File: src/rtl/mux_scan_sel.sv
// mux_scan_sel: registered N-channel word multiplexer with manual-select and
// autonomous scan modes. Scan mode walks the enabled channels (ch_en), spending
// DWELL cycles on each, and pulses scan_done when the walk wraps around.
// Optional build macro MUX_HOLD_LAST_EN: when defined, out keeps its last valid
// word whenever out_valid is low instead of being forced to zero.
// dbg_state exposes the FSM state (0 = IDLE, 1 = MANUAL, 2 = SCAN).
module mux_scan_sel #(
  parameter int WIDTH = 8,
  parameter int CH    = 8,
  parameter int SEL_W = 3,
  parameter int DWELL = 4
) (
  input  logic                clk,
  input  logic                rst_n,
  input  logic [CH*WIDTH-1:0] in_bus,
  input  logic [SEL_W-1:0]    sel,
  input  logic                mode,
  input  logic                start,
  input  logic [CH-1:0]       ch_en,
  output logic [WIDTH-1:0]    out,
  output logic                out_valid,
  output logic [SEL_W-1:0]    cur_ch,
  output logic                scan_done,
  output logic [1:0]          dbg_state
);

  localparam int DW_W = (DWELL > 1) ? $clog2(DWELL) : 1;
  localparam logic [DW_W-1:0] DWELL_LAST = DW_W'(DWELL - 1);

`ifdef MUX_HOLD_LAST_EN
  localparam bit HOLD_LAST = 1'b1;
`else
  localparam bit HOLD_LAST = 1'b0;
`endif

  typedef enum logic [1:0] {
    ST_IDLE   = 2'd0,
    ST_MANUAL = 2'd1,
    ST_SCAN   = 2'd2
  } state_t;

  state_t            state_q, state_d;
  logic [WIDTH-1:0]  out_q, out_d;
  logic              valid_q, valid_d;
  logic [SEL_W-1:0]  cur_ch_q, cur_ch_d;
  logic              done_q, done_d;
  logic [DW_W-1:0]   dwell_q, dwell_d;

  // Word of channel idx; indices >= CH return zero.
  function automatic logic [WIDTH-1:0] pick(input logic [CH*WIDTH-1:0] bus,
                                            input logic [SEL_W-1:0] idx);
    logic [WIDTH-1:0] r;
    r = '0;
    for (int k = 0; k < CH; k++) begin
      if (idx == SEL_W'(k)) r = bus[k*WIDTH +: WIDTH];
    end
    return r;
  endfunction

  logic             sel_legal;
  logic             cur_en;
  logic             any_en;
  logic [SEL_W-1:0] lowest_ch;
  logic [SEL_W-1:0] above_ch;
  logic             above_found;
  logic [SEL_W-1:0] next_ch;
  logic             next_wraps;

  // Channel search: lowest enabled channel, and the lowest enabled one above cur_ch.
  always_comb begin
    sel_legal   = 1'b0;
    cur_en      = 1'b0;
    any_en      = 1'b0;
    lowest_ch   = '0;
    above_ch    = '0;
    above_found = 1'b0;
    for (int k = CH - 1; k >= 0; k--) begin
      if (sel == SEL_W'(k)) sel_legal = 1'b1;
      if (cur_ch_q == SEL_W'(k)) cur_en = ch_en[k];
      if (ch_en[k]) begin
        any_en    = 1'b1;
        lowest_ch = SEL_W'(k);
        if (SEL_W'(k) > cur_ch_q) begin
          above_found = 1'b1;
          above_ch    = SEL_W'(k);
        end
      end
    end
    next_ch    = above_found ? above_ch : lowest_ch;
    next_wraps = ~above_found;
  end

  // Next-state and next-output logic for the IDLE / MANUAL / SCAN controller.
  always_comb begin
    state_d  = state_q;
    out_d    = out_q;
    valid_d  = valid_q;
    cur_ch_d = cur_ch_q;
    done_d   = 1'b0;
    dwell_d  = dwell_q;
    case (state_q)
      ST_IDLE: begin
        valid_d = 1'b0;
        dwell_d = '0;
        if (!mode) begin
          state_d = ST_MANUAL;
        end else if (start) begin
          state_d  = ST_SCAN;
          cur_ch_d = lowest_ch;
        end
      end
      ST_MANUAL: begin
        if (mode) begin
          // Leaving manual always passes through IDLE; out keeps its value.
          state_d = ST_IDLE;
          valid_d = 1'b0;
        end else begin
          cur_ch_d = sel;
          valid_d  = sel_legal;
          out_d    = sel_legal ? pick(in_bus, sel) : (HOLD_LAST ? out_q : '0);
        end
      end
      ST_SCAN: begin
        // Output follows cur_ch with one cycle of lag; a disabled channel reads invalid.
        valid_d = cur_en;
        out_d   = cur_en ? pick(in_bus, cur_ch_q) : (HOLD_LAST ? out_q : '0);
        if (!mode) begin
          state_d = ST_MANUAL;
          dwell_d = '0;
        end else if (any_en) begin
          // Advance at end of dwell, or at once if the current channel was disabled.
          if (!cur_en || dwell_q == DWELL_LAST) begin
            cur_ch_d = next_ch;
            dwell_d  = '0;
            done_d   = next_wraps;
          end else begin
            dwell_d = dwell_q + DW_W'(1);
          end
        end
      end
      default: begin
        state_d = ST_IDLE;
        valid_d = 1'b0;
      end
    endcase
  end

  // State and output registers with synchronous active-low reset.
  always_ff @(posedge clk) begin
    if (!rst_n) begin
      state_q  <= ST_IDLE;
      out_q    <= '0;
      valid_q  <= 1'b0;
      cur_ch_q <= '0;
      done_q   <= 1'b0;
      dwell_q  <= '0;
    end else begin
      state_q  <= state_d;
      out_q    <= out_d;
      valid_q  <= valid_d;
      cur_ch_q <= cur_ch_d;
      done_q   <= done_d;
      dwell_q  <= dwell_d;
    end
  end

  assign out       = out_q;
  assign out_valid = valid_q;
  assign cur_ch    = cur_ch_q;
  assign scan_done = done_q;
  assign dbg_state = state_q;

endmodule

File: config.mk
export PLATFORM = sky130hd
export DESIGN_NAME = mux_scan_sel
export DESIGN_NICKNAME = d
export VERILOG_FILES = /design/src/rtl/mux_scan_sel.sv
export SDC_FILE = /design/constraint.sdc
export NUM_CORES = 1
export LEC_CHECK = 0
export BUFFER_PORTS_ARGS = -buffer_cell sky130_fd_sc_hd__buf_2
export CORE_ASPECT_RATIO = 0.6
export CORE_UTILIZATION = 50
export DETAILED_ROUTE_END_ITERATION = 8
export PLACE_DENSITY = 0.79
export SYNTH_ARGS = -nofsm -noshare
export SYNTH_HDL_FRONTEND = slang
export SYNTH_SLANG_ARGS = --single-unit
File: constraint.sdc
create_clock -name clk -period 3.6 [get_ports clk]
set_input_delay 0 -clock clk [delete_from_list [all_inputs] [get_ports clk]]
set_output_delay 0 -clock clk [all_outputs]
set_load 0.03 [all_outputs]
==> impl_results.md, run 1 <==
* Chip Width at 88.16 microns
* Routed WL at 6.687 mm
* Worst-path clk slew at 0.07 ns
* Post-CTS Hold Buffers at 0
* Worst EP arrival at 2.64 ns
* Setup TNS at 0 ns
* Sw Pwr at 273.3 uW
* Vias in the first global route at 2264
* Register area at 340.3 sq um
* CTS tree: done
* Tmin final at 2.484 ns
* Worst path required time at 3.76 ns
* Total iterations of the first detailed-routing run at 5
* Unrepaired setup endpoints after global routing: no
* # rows at 18
* Worst setup EP type: register
* Tcrit/Tclk final at 0.6899
* Clock sink total at 17
* CP Launch Type: register
* Post CTS Setup Buffer Count at 0
* Register area share after synthesis at 0.1528
* Hold Crit Class: primary input to register
* Skew-Pair Late Insertion Delay at 0.25 ns
* Fraction of layout cells with a size suffix above 1 at 0.3876
* Boundary pin count at 94
* Clock Tree Buf Depth at 2
* Syn Nets at 343
* Gr ovfl total at 0
* Port bufs at 93
* Worst setup path category: register to register
* Final Hold Viols at 0
* Worst hold margin at 0.03793 ns
* Post-DP HPWL at 5.268 mm
* Sequential share of power at 0.309
* FF-to-FF End: cur_ch[0]
* Violation count after the first detailed-routing iteration at 156
* Yosys reg bits at 17
* Number of enable flip-flop cells after synthesis at 0
* Cells after Synth at 260
* GP Congestion at 0.9870
* PostCTS Resize Cnt at 0
* Async set-reset flop share out of synthesis at 0
* Hold depth at 3
* Post-synthesis cell area at 2227 sq um
* Hold_sp: in_bus[58]
* Antenna Cells at 0
* First-pass GRT wire length at 10.81 mm
* Clock power share at 0.201
* Endpoint of the worst hold path: out[2]
* Antenna-violating nets left at 0
* Most common cell after layout, fill and taps aside: buf_2
* Starting Density at 0.5317
* Synth warnings at 0
* Global Route Usage Sum at 0.3013
* Area Growth Syn to Fin at 22.36%
* Total CTS buffers at 3
* Vias at 2520
* H-Tree Depth at 1
* WL/cell at 16.80 microns
* Reg-to-Reg Start: cur_ch[2]
* CORE AREA at 4189 sq um
* Yosys cell types at 52
* Post-layout total power at 713.2 uW
* Area of the multi-input gates at 1739 sq um
* Final setup violation count at 0
* Largest net degree at the start of global routing at 26
* CTS root buf: clkbuf_8
* Pleak at 0.001093 uW
* Switching Share at 0.3831
* Outcome: complete, no violations
* Setup Skew at 0.002720 ns
* Via/cell ratio at 6.332
* Synth Area per Inst at 8.566 sq um
* Worst slew pin tran at 0.7572 ns
* DRC at 0
* Commonest cells after routing, fill and taps aside: buf_2 (93), mux4_2 (22), a21oi_1 (21), nand2_1 (21), o21ai_0 (19)
* Comb power frac at 0.490
* Cell Pwr Density at 261.7 nW/um^2
* Die Ht at 53.70 microns
* R2r worst-path depth at 6
* Main flop type after synthesis: dfxtp_1
* Internal at 440.0 uW
* Max transition margin at 0.4945
* Die area at 4734 sq um
* Final Net Count at 422
* Max cap viols at 0
* F_max at 402.6 MHz
* Flop-to-flop setup slack at 1.12 ns
* Antenna violations before repair at 0
* FILL cells at 372
* Slew Viols, Final at 0
* VDD IR-drop max at 0.1324 mV
* Critical path fanouts, max at 15
[critical path, stage by stage (launching register included)]
cell and delay (ns):
dfxtp_1 0.81, mux4_2 0.62, mux2i_4 0.18, nor2_2 0.08
o41ai_4 0.34, nand2_1 0.10, o32ai_1 0.25
[Yosys cell counts (4+ instances only)]
cell type	count	share of area
a21oi_1	21	0.047
a31oi_1	4	0.011
buf_2	7	0.016
clkbuf_1	10	0.017
dfxtp_1	17	0.15
ha_1	4	0.022
inv_1	10	0.017
mux2_2	6	0.030
mux2i_1	15	0.067
mux4_2	22	0.22
nand2_1	21	0.035
nand2b_1	6	0.017
nand3_1	8	0.018
nor2_1	16	0.027
nor2b_1	6	0.017
nor3_1	7	0.016
o211ai_1	7	0.024
o21ai_0	19	0.043
o22ai_1	5	0.014
[flip-flops by register name, indices dropped and copies added (netlist names)]
register   cells
dwell_q        2
dbg_state      2
out_valid      1
scan_done      1
cur_ch         3
out            8
[how the worst max path moves through the flow]
stage | cells past startpoint | slack (ns) | start | endpoint
after floorplan | 7 | 1.49 | cur_ch[2] | cur_ch[2]
after global placement | 6 | 1.25 | cur_ch[2] | cur_ch[2]
after detailed placement | 6 | 1.17 | cur_ch[2] | cur_ch[0]
after CTS | 6 | 1.17 | cur_ch[2] | cur_ch[0]
after global routing | 7 | 1.01 | cur_ch[2] | cur_ch[2]
final | 6 | 1.12 | cur_ch[2] | cur_ch[0]
[metal layers]
metal / part of all wire / wire [microns] / track usage / vias up
met5: 0 / 0 / 0 / -
met4: 0.0060 / 40 / 0.06720 / 0
met3: 0.13 / 865 / 0.07055 / 8
met2: 0.42 / 2833 / 0.4795 / 182
met1: 0.44 / 2948 / 0.4193 / 1153
li1: - / - / - / 1177
[stage by stage]
stage	setup slack (ns)	util	instance area, sq um	instances
6_report	1.116	0.6505	2725	398
4_1_cts	1.167	0.6505	2725	398
5_1_grt	1.008	0.6505	2725	398
3_3_place_gp	1.249	0.6398	2680	394
3_5_place_dp	1.175	0.6398	2680	394
2_1_floorplan	1.486	-	2227	260
[power groups by stage]
stage          sequential (uW)  combinational, uW  clock (uW)
6_report                   221                349         143
3_3_place_gp               223                339           0
5_1_grt                    221                381         154
2_1_floorplan              237                224           0
4_1_cts                    219                346         144
3_5_place_dp               224                344           0
[layout make-up]
class                           count  share of cell area
Multi-Input combinational cell    211              0.6382
Timing Repair Buffer               96              0.1791
Inverter                           10             0.01377
Clock buffer                        4             0.01653
Tap cell                           60             0.02755
Sequential cell                    17              0.1249
[logic make-up after synthesis]
kind of cell	count (synthesis)	synth area share
flops	17	0.1528
fa+ha+maj	4	0.02247
buf+inv	32	0.06630
compound gates	84	0.2506
simple gates	79	0.1775
mux	44	0.3303
No activity file was read; power rests on OpenSTA's default activity.
==> run 2: changes to the inputs <==
--- a/config.mk
+++ b/config.mk
@@ -7,9 +7,9 @@
 export LEC_CHECK = 0
 export BUFFER_PORTS_ARGS = -buffer_cell sky130_fd_sc_hd__buf_2
 export CORE_ASPECT_RATIO = 0.6
-export CORE_UTILIZATION = 50
+export CORE_UTILIZATION = 44
 export DETAILED_ROUTE_END_ITERATION = 8
-export PLACE_DENSITY = 0.79
+export PLACE_DENSITY = 0.73
 export SYNTH_ARGS = -nofsm -noshare
 export SYNTH_HDL_FRONTEND = slang
 export SYNTH_SLANG_ARGS = --single-unit
==> constraint.sdc (replaced) <==
create_clock -name clk -period 2.1 [get_ports clk]
set_input_delay 0 -clock clk [delete_from_list [all_inputs] [get_ports clk]]
set_output_delay 0 -clock clk [all_outputs]
set_load 0.03 [all_outputs]
==> impl_results.md, run 2 (synthesis results as in run 1) <==
* Tmin final at 1.988 ns
* FILL cells at 426
* Fraction of layout cells with a size suffix above 1 at 0.4133
* Worst setup EP type: register
* Largest net degree at the start of global routing at 29
* Slew Viols, Final at 0
* R2r worst-path depth at 6
* Routed WL at 6.981 mm
* Max reg flops at 8
* Final Net Count at 430
* CP max stage cell: o311ai_0
* Crit-path max cell delay at 0.45 ns
* Buf+Inv Stages, Crit Path at 1
* Antenna-violating nets left at 0
* Commonest cells after routing, fill and taps aside: buf_2 (93), mux4_2 (22), a21oi_1 (21), nand2_1 (21), o21ai_0 (19)
* Comb power frac at 0.506
* Global Route Usage Sum at 0.2666
* Area Growth Syn to Fin at 26.52%
* Worst-path clk slew at 0.07 ns
* Post-DP HPWL at 5.470 mm
* CTS root buf: clkbuf_8
* Max cap viols at 0
* Final setup violation count at 0
* Chip Width at 93.85 microns
* Antenna violations before repair at 0
* Post-layout total power at 1258 uW
* Boundary pin count at 94
* Clock Tree Buf Depth at 2
* Worst slew pin tran at 0.5330 ns
* Clock power share at 0.204
* Hold depth at 3
* Total CTS buffers at 3
* Max transition margin at 0.6447
* Final Hold Viols at 0
* CTS tree: done
* VDD IR-drop max at 0.2289 mV
* Hold Crit Class: primary input to register
* Via/cell ratio at 6.154
* Unrepaired setup endpoints after global routing: yes
* Switching Share at 0.3895
* Die Ht at 57.11 microns
* DRC at 0
* Total iterations of the first detailed-routing run at 4
* Outcome: complete, no violations
* Gr ovfl total at 0
* Port bufs at 93
* H-Tree Depth at 1
* Worst path required time at 2.27 ns
* Die area at 5360 sq um
* Most common cell after layout, fill and taps aside: buf_2
* Design area at 2818 sq um
* Setup Skew at 0.004623 ns
* Vias at 2517
* GP Congestion at 0.9389
* Register area at 347.8 sq um
* Pleak at 0.001142 uW
* Post-CTS Hold Buffers at 0
* Vias in the first global route at 2291
* Setup TNS at 0 ns
* Tcrit/Tclk final at 0.9467
* Clock sink total at 17
* Cell Pwr Density at 446.4 nW/um^2
* CP Launch Type: register
* Critical path fanouts, max at 28
* CP top delay family: compound AO/OA/AOI/OAI gates
* Violation count after the first detailed-routing iteration at 157
* Antenna Cells at 0
* DP Area at 2759 sq um
* Internal at 767.9 uW
* Worst path cell trace: buf_12 -> nor2_1 -> a22o_1 -> o311ai_0 -> o221ai_1 -> o32ai_2
* Post CTS Setup Buffer Count at 0
* # rows at 19
* First-pass GRT wire length at 11.24 mm
* Sw Pwr at 489.9 uW
* Final worst slack at 0.1119 ns
* Skew-Pair Late Insertion Delay at 0.26 ns
* Area of the multi-input gates at 1747 sq um
* Place WS at 0.1457 ns
* F_max at 503.0 MHz
* WL/cell at 17.07 microns
* CORE AREA at 4707 sq um
* Worst EP arrival at 2.16 ns
* Starting Density at 0.4732
* Critical path depth at 6
* Sequential share of power at 0.290
* Worst setup path category: register to register
[run 2: changes by cell type in the layout (fill, tap and decap cells not counted)]
cell	before	now
buf_12	0	1
buf_4	3	10
clkbuf_1	1	0
clkinv_2	0	1
dfxtp_1	17	15
dfxtp_4	0	2
o32ai_1	3	2
o32ai_2	0	1
[run 2: per-stage QoR]
stage,cells,utilization,hold slack (ns)
6_report,409,0.5986,0.03495
5_1_grt,409,0.5986,0.04882
2_1_floorplan,260,-,0.1687
3_5_place_dp,405,0.5861,0.3036
4_1_cts,409,0.5960,0.03072
3_3_place_gp,405,0.5861,0.3010
[run 2: power groups by stage]
| stage | registers (uW) | logic, uW | clock network [uW] |
|---|---|---|---|
| 2_1_floorplan | 406 | 383 | 0 |
| 3_3_place_gp | 372 | 617 | 0 |
| 3_5_place_dp | 373 | 624 | 0 |
| 4_1_cts | 365 | 627 | 262 |
| 5_1_grt | 367 | 694 | 280 |
| 6_report | 365 | 636 | 257 |
[run 2: cell type report]
| class | instances | area share |
|---|---|---|
| Sequential cell | 17 | 0.1234 |
| Clock inverter | 1 | 0.001776 |
| Multi-Input combinational cell | 211 | 0.6199 |
| Clock buffer | 3 | 0.01465 |
| Tap cell | 63 | 0.02798 |
| Inverter | 10 | 0.01332 |
| Timing Repair Buffer | 104 | 0.1989 |
[run 2: routing by layer]
metal / global-route usage / share of wire / routed length, microns
met1: 0.4288 / 0.49 / 3452
met2: 0.3837 / 0.42 / 2905
met3: 0.04133 / 0.088 / 613
met4: 0.02637 / 0.0013 / 9
met5: 0 / 0 / 0
[run 2: path summary, 6_finish.rpt]
path	slack, ns	startpoint	end
hold reg to reg	0.47	dwell_q[1]	dwell_q[1]
setup reg to reg	0.11	cur_ch[2]	cur_ch[0]
setup / recovery	0.11	cur_ch[2]	cur_ch[0]
hold / removal	0.03	in_bus[58]	out[2]
[run 2: timing repair]
item	in CTS	in global routing
setup endpoints to repair	0	1
gates resized for setup	0	3
hold endpoints to repair	0	0
[run 2: tightest hold or removal path: stages]
cell and delay, ns:
buf_2 0.09, o211ai_1 0.09, o21ai_1 0.08
==> run 3: changes to the inputs <==
--- a/config.mk
+++ b/config.mk
@@ -10,6 +10,7 @@
 export CORE_UTILIZATION = 44
 export DETAILED_ROUTE_END_ITERATION = 8
 export PLACE_DENSITY = 0.73
+export RECOVER_POWER = 100
 export SYNTH_ARGS = -nofsm -noshare
 export SYNTH_HDL_FRONTEND = slang
 export SYNTH_SLANG_ARGS = --single-unit
==> impl_results.md, run 3 (synthesis results as in run 1) <==
* Outcome: complete, no violations
* Gr ovfl total at 0
* Setup Skew at 0.004436 ns
* Total iterations of the first detailed-routing run at 4
* Max reg flops at 8
* Via/cell ratio at 6.156
* R2r worst-path depth at 7
* Post CTS Setup Buffer Count at 0
* Boundary pin count at 94
* CP Launch Type: register
* DP Area at 2759 sq um
* Max transition margin at 0.6411
* Routed WL at 6.975 mm
* Clock Tree Buf Depth at 2
* H-Tree Depth at 1
* Most common cell after layout, fill and taps aside: buf_2
* Antenna-violating nets left at 0
* Crit-path max cell delay at 0.52 ns
* Worst-path clk slew at 0.07 ns
* Design area at 2790 sq um
* Skew-Pair Late Insertion Delay at 0.26 ns
* CP max stage cell: mux4_2
* Cell Pwr Density at 448.1 nW/um^2
* DRC at 0
* CTS root buf: clkbuf_8
* Met3 WL at 652 microns
* FILL cells at 432
* GP Congestion at 0.9389
* CORE AREA at 4707 sq um
* Fraction of layout cells with a size suffix above 1 at 0.3671
* Clock power share at 0.206
* Vias in the first global route at 2291
* Largest net degree at the start of global routing at 29
* Hold Crit Class: primary input to register
* Area Growth Syn to Fin at 25.28%
* Antenna violations before repair at 0
* DR WL met2 at 2.841 mm
* Die Ht at 57.11 microns
* Violation count after the first detailed-routing iteration at 155
* Hold depth at 3
* Post-layout total power at 1250 uW
* Final Net Count at 430
* Worst EP arrival at 2.13 ns
* Unrepaired setup endpoints after global routing: yes
* Worst path required time at 2.24 ns
* Tcrit/Tclk final at 0.9473
* Critical path fanouts, max at 5
* Total CTS buffers at 3
* Worst setup EP type: register
* Port bufs at 93
* # rows at 19
* Metal-1 WL at 3.464 mm
* Sequential share of power at 0.292
* Final Hold Viols at 0
* Final setup violation count at 0
* Worst path cell trace: mux4_2 -> mux2i_4 -> or2_1 -> clkbuf_1 -> o221ai_1 -> o21ai_0 -> nor2_1
* Worst setup path category: register to register
* Tmin final at 1.989 ns
* Switching Share at 0.3920
* WL/cell at 17.05 microns
* Clock sink total at 17
* Buf+Inv Stages, Crit Path at 1
* Slew Viols, Final at 0
* Worst slew pin tran at 0.5384 ns
* F_max at 502.7 MHz
* DR top layer: met4
* Chip Width at 93.85 microns
* Global Route Usage Sum at 0.2666
* Post-DP HPWL at 5.470 mm
* Pleak at 0.001077 uW
* Commonest cells after routing, fill and taps aside: buf_2 (80), mux4_2 (22), a21oi_1 (21), nand2_1 (21), o21ai_0 (19)
* CTS tree: done
* Comb power frac at 0.502
* Max cap viols at 0
* Die area at 5360 sq um
* Internal at 760.2 uW
* Placed instance count at 405
* Post-CTS Hold Buffers at 0
* Non-filler cells, final at 409
* VDD IR-drop max at 0.2280 mV
* Sw Pwr at 490.1 uW
* Starting Density at 0.4732
* First-pass GRT wire length at 11.24 mm
* Critical path depth at 7
* Antenna Cells at 0
* CP top delay family: multiplexers
* Final core utilization at 0.5928
* Vias at 2518
run 3: layout make-up:
class | count | area (sq um) | share of cell area
multi-input combinational | 211 | 1747 | 0.6260
timing repair buffer | 104 | 533.0 | 0.1910
clock inverter | 1 | 5.005 | 0.001794
sequential | 17 | 347.8 | 0.1247
inverter | 10 | 37.54 | 0.01345
tap | 63 | 78.83 | 0.02825
clock buffer | 3 | 41.29 | 0.01480
run 3: what timing repair did:
action	CTS	global route
endpoints found under the hold margin	0	0
gates resized for setup	0	3
endpoints found under the setup margin	0	1
run 3: per-layer routing:
metal / global-route usage / vias to the layer above
li1: - / 1188
met3: 0.04133 / 5
met1: 0.4288 / 1195
met5: 0 / -
met2: 0.3837 / 130
met4: 0.02637 / 0
run 3: final timing paths:
path	slack (ns)	endpoint	startpoint
worst max-delay path	0.11	out[7]	cur_ch[0]
worst min register to register	0.47	dwell_q[1]	dwell_q[1]
worst min-delay path	0.04	out[2]	in_bus[58]
worst max register to register	0.11	out[7]	cur_ch[0]
run 3: worst register-to-register path, cell delays in order, from the launching register on:
cell and delay (ns):
dfxtp_4 0.38, mux4_2 0.52, mux2i_4 0.19, or2_1 0.25, clkbuf_1 0.21, o221ai_1 0.15, o21ai_0 0.12, nor2_1 0.05
run 3: power by group through the flow:
| stage | Sequential (uW) | Clock [uW] | Combinational [uW] |
|---|---|---|---|
| 2_1_floorplan | 406 | 0 | 383 |
| 3_3_place_gp | 372 | 0 | 617 |
| 3_5_place_dp | 373 | 0 | 624 |
| 4_1_cts | 365 | 262 | 627 |
| 5_1_grt | 368 | 280 | 686 |
| 6_report | 365 | 257 | 628 |
run 3: stage by stage:
step	hold WS [ns]	setup TNS, ns	setup WS, ns
after detailed placement	0.3036	0	0.1457
after floorplan	0.1687	0	0.09835
after global placement	0.3010	0	0.2112
after global routing	0.04882	-0.003553	-0.003553
final	0.03883	0	0.1106
after CTS	0.03072	0	0.1248
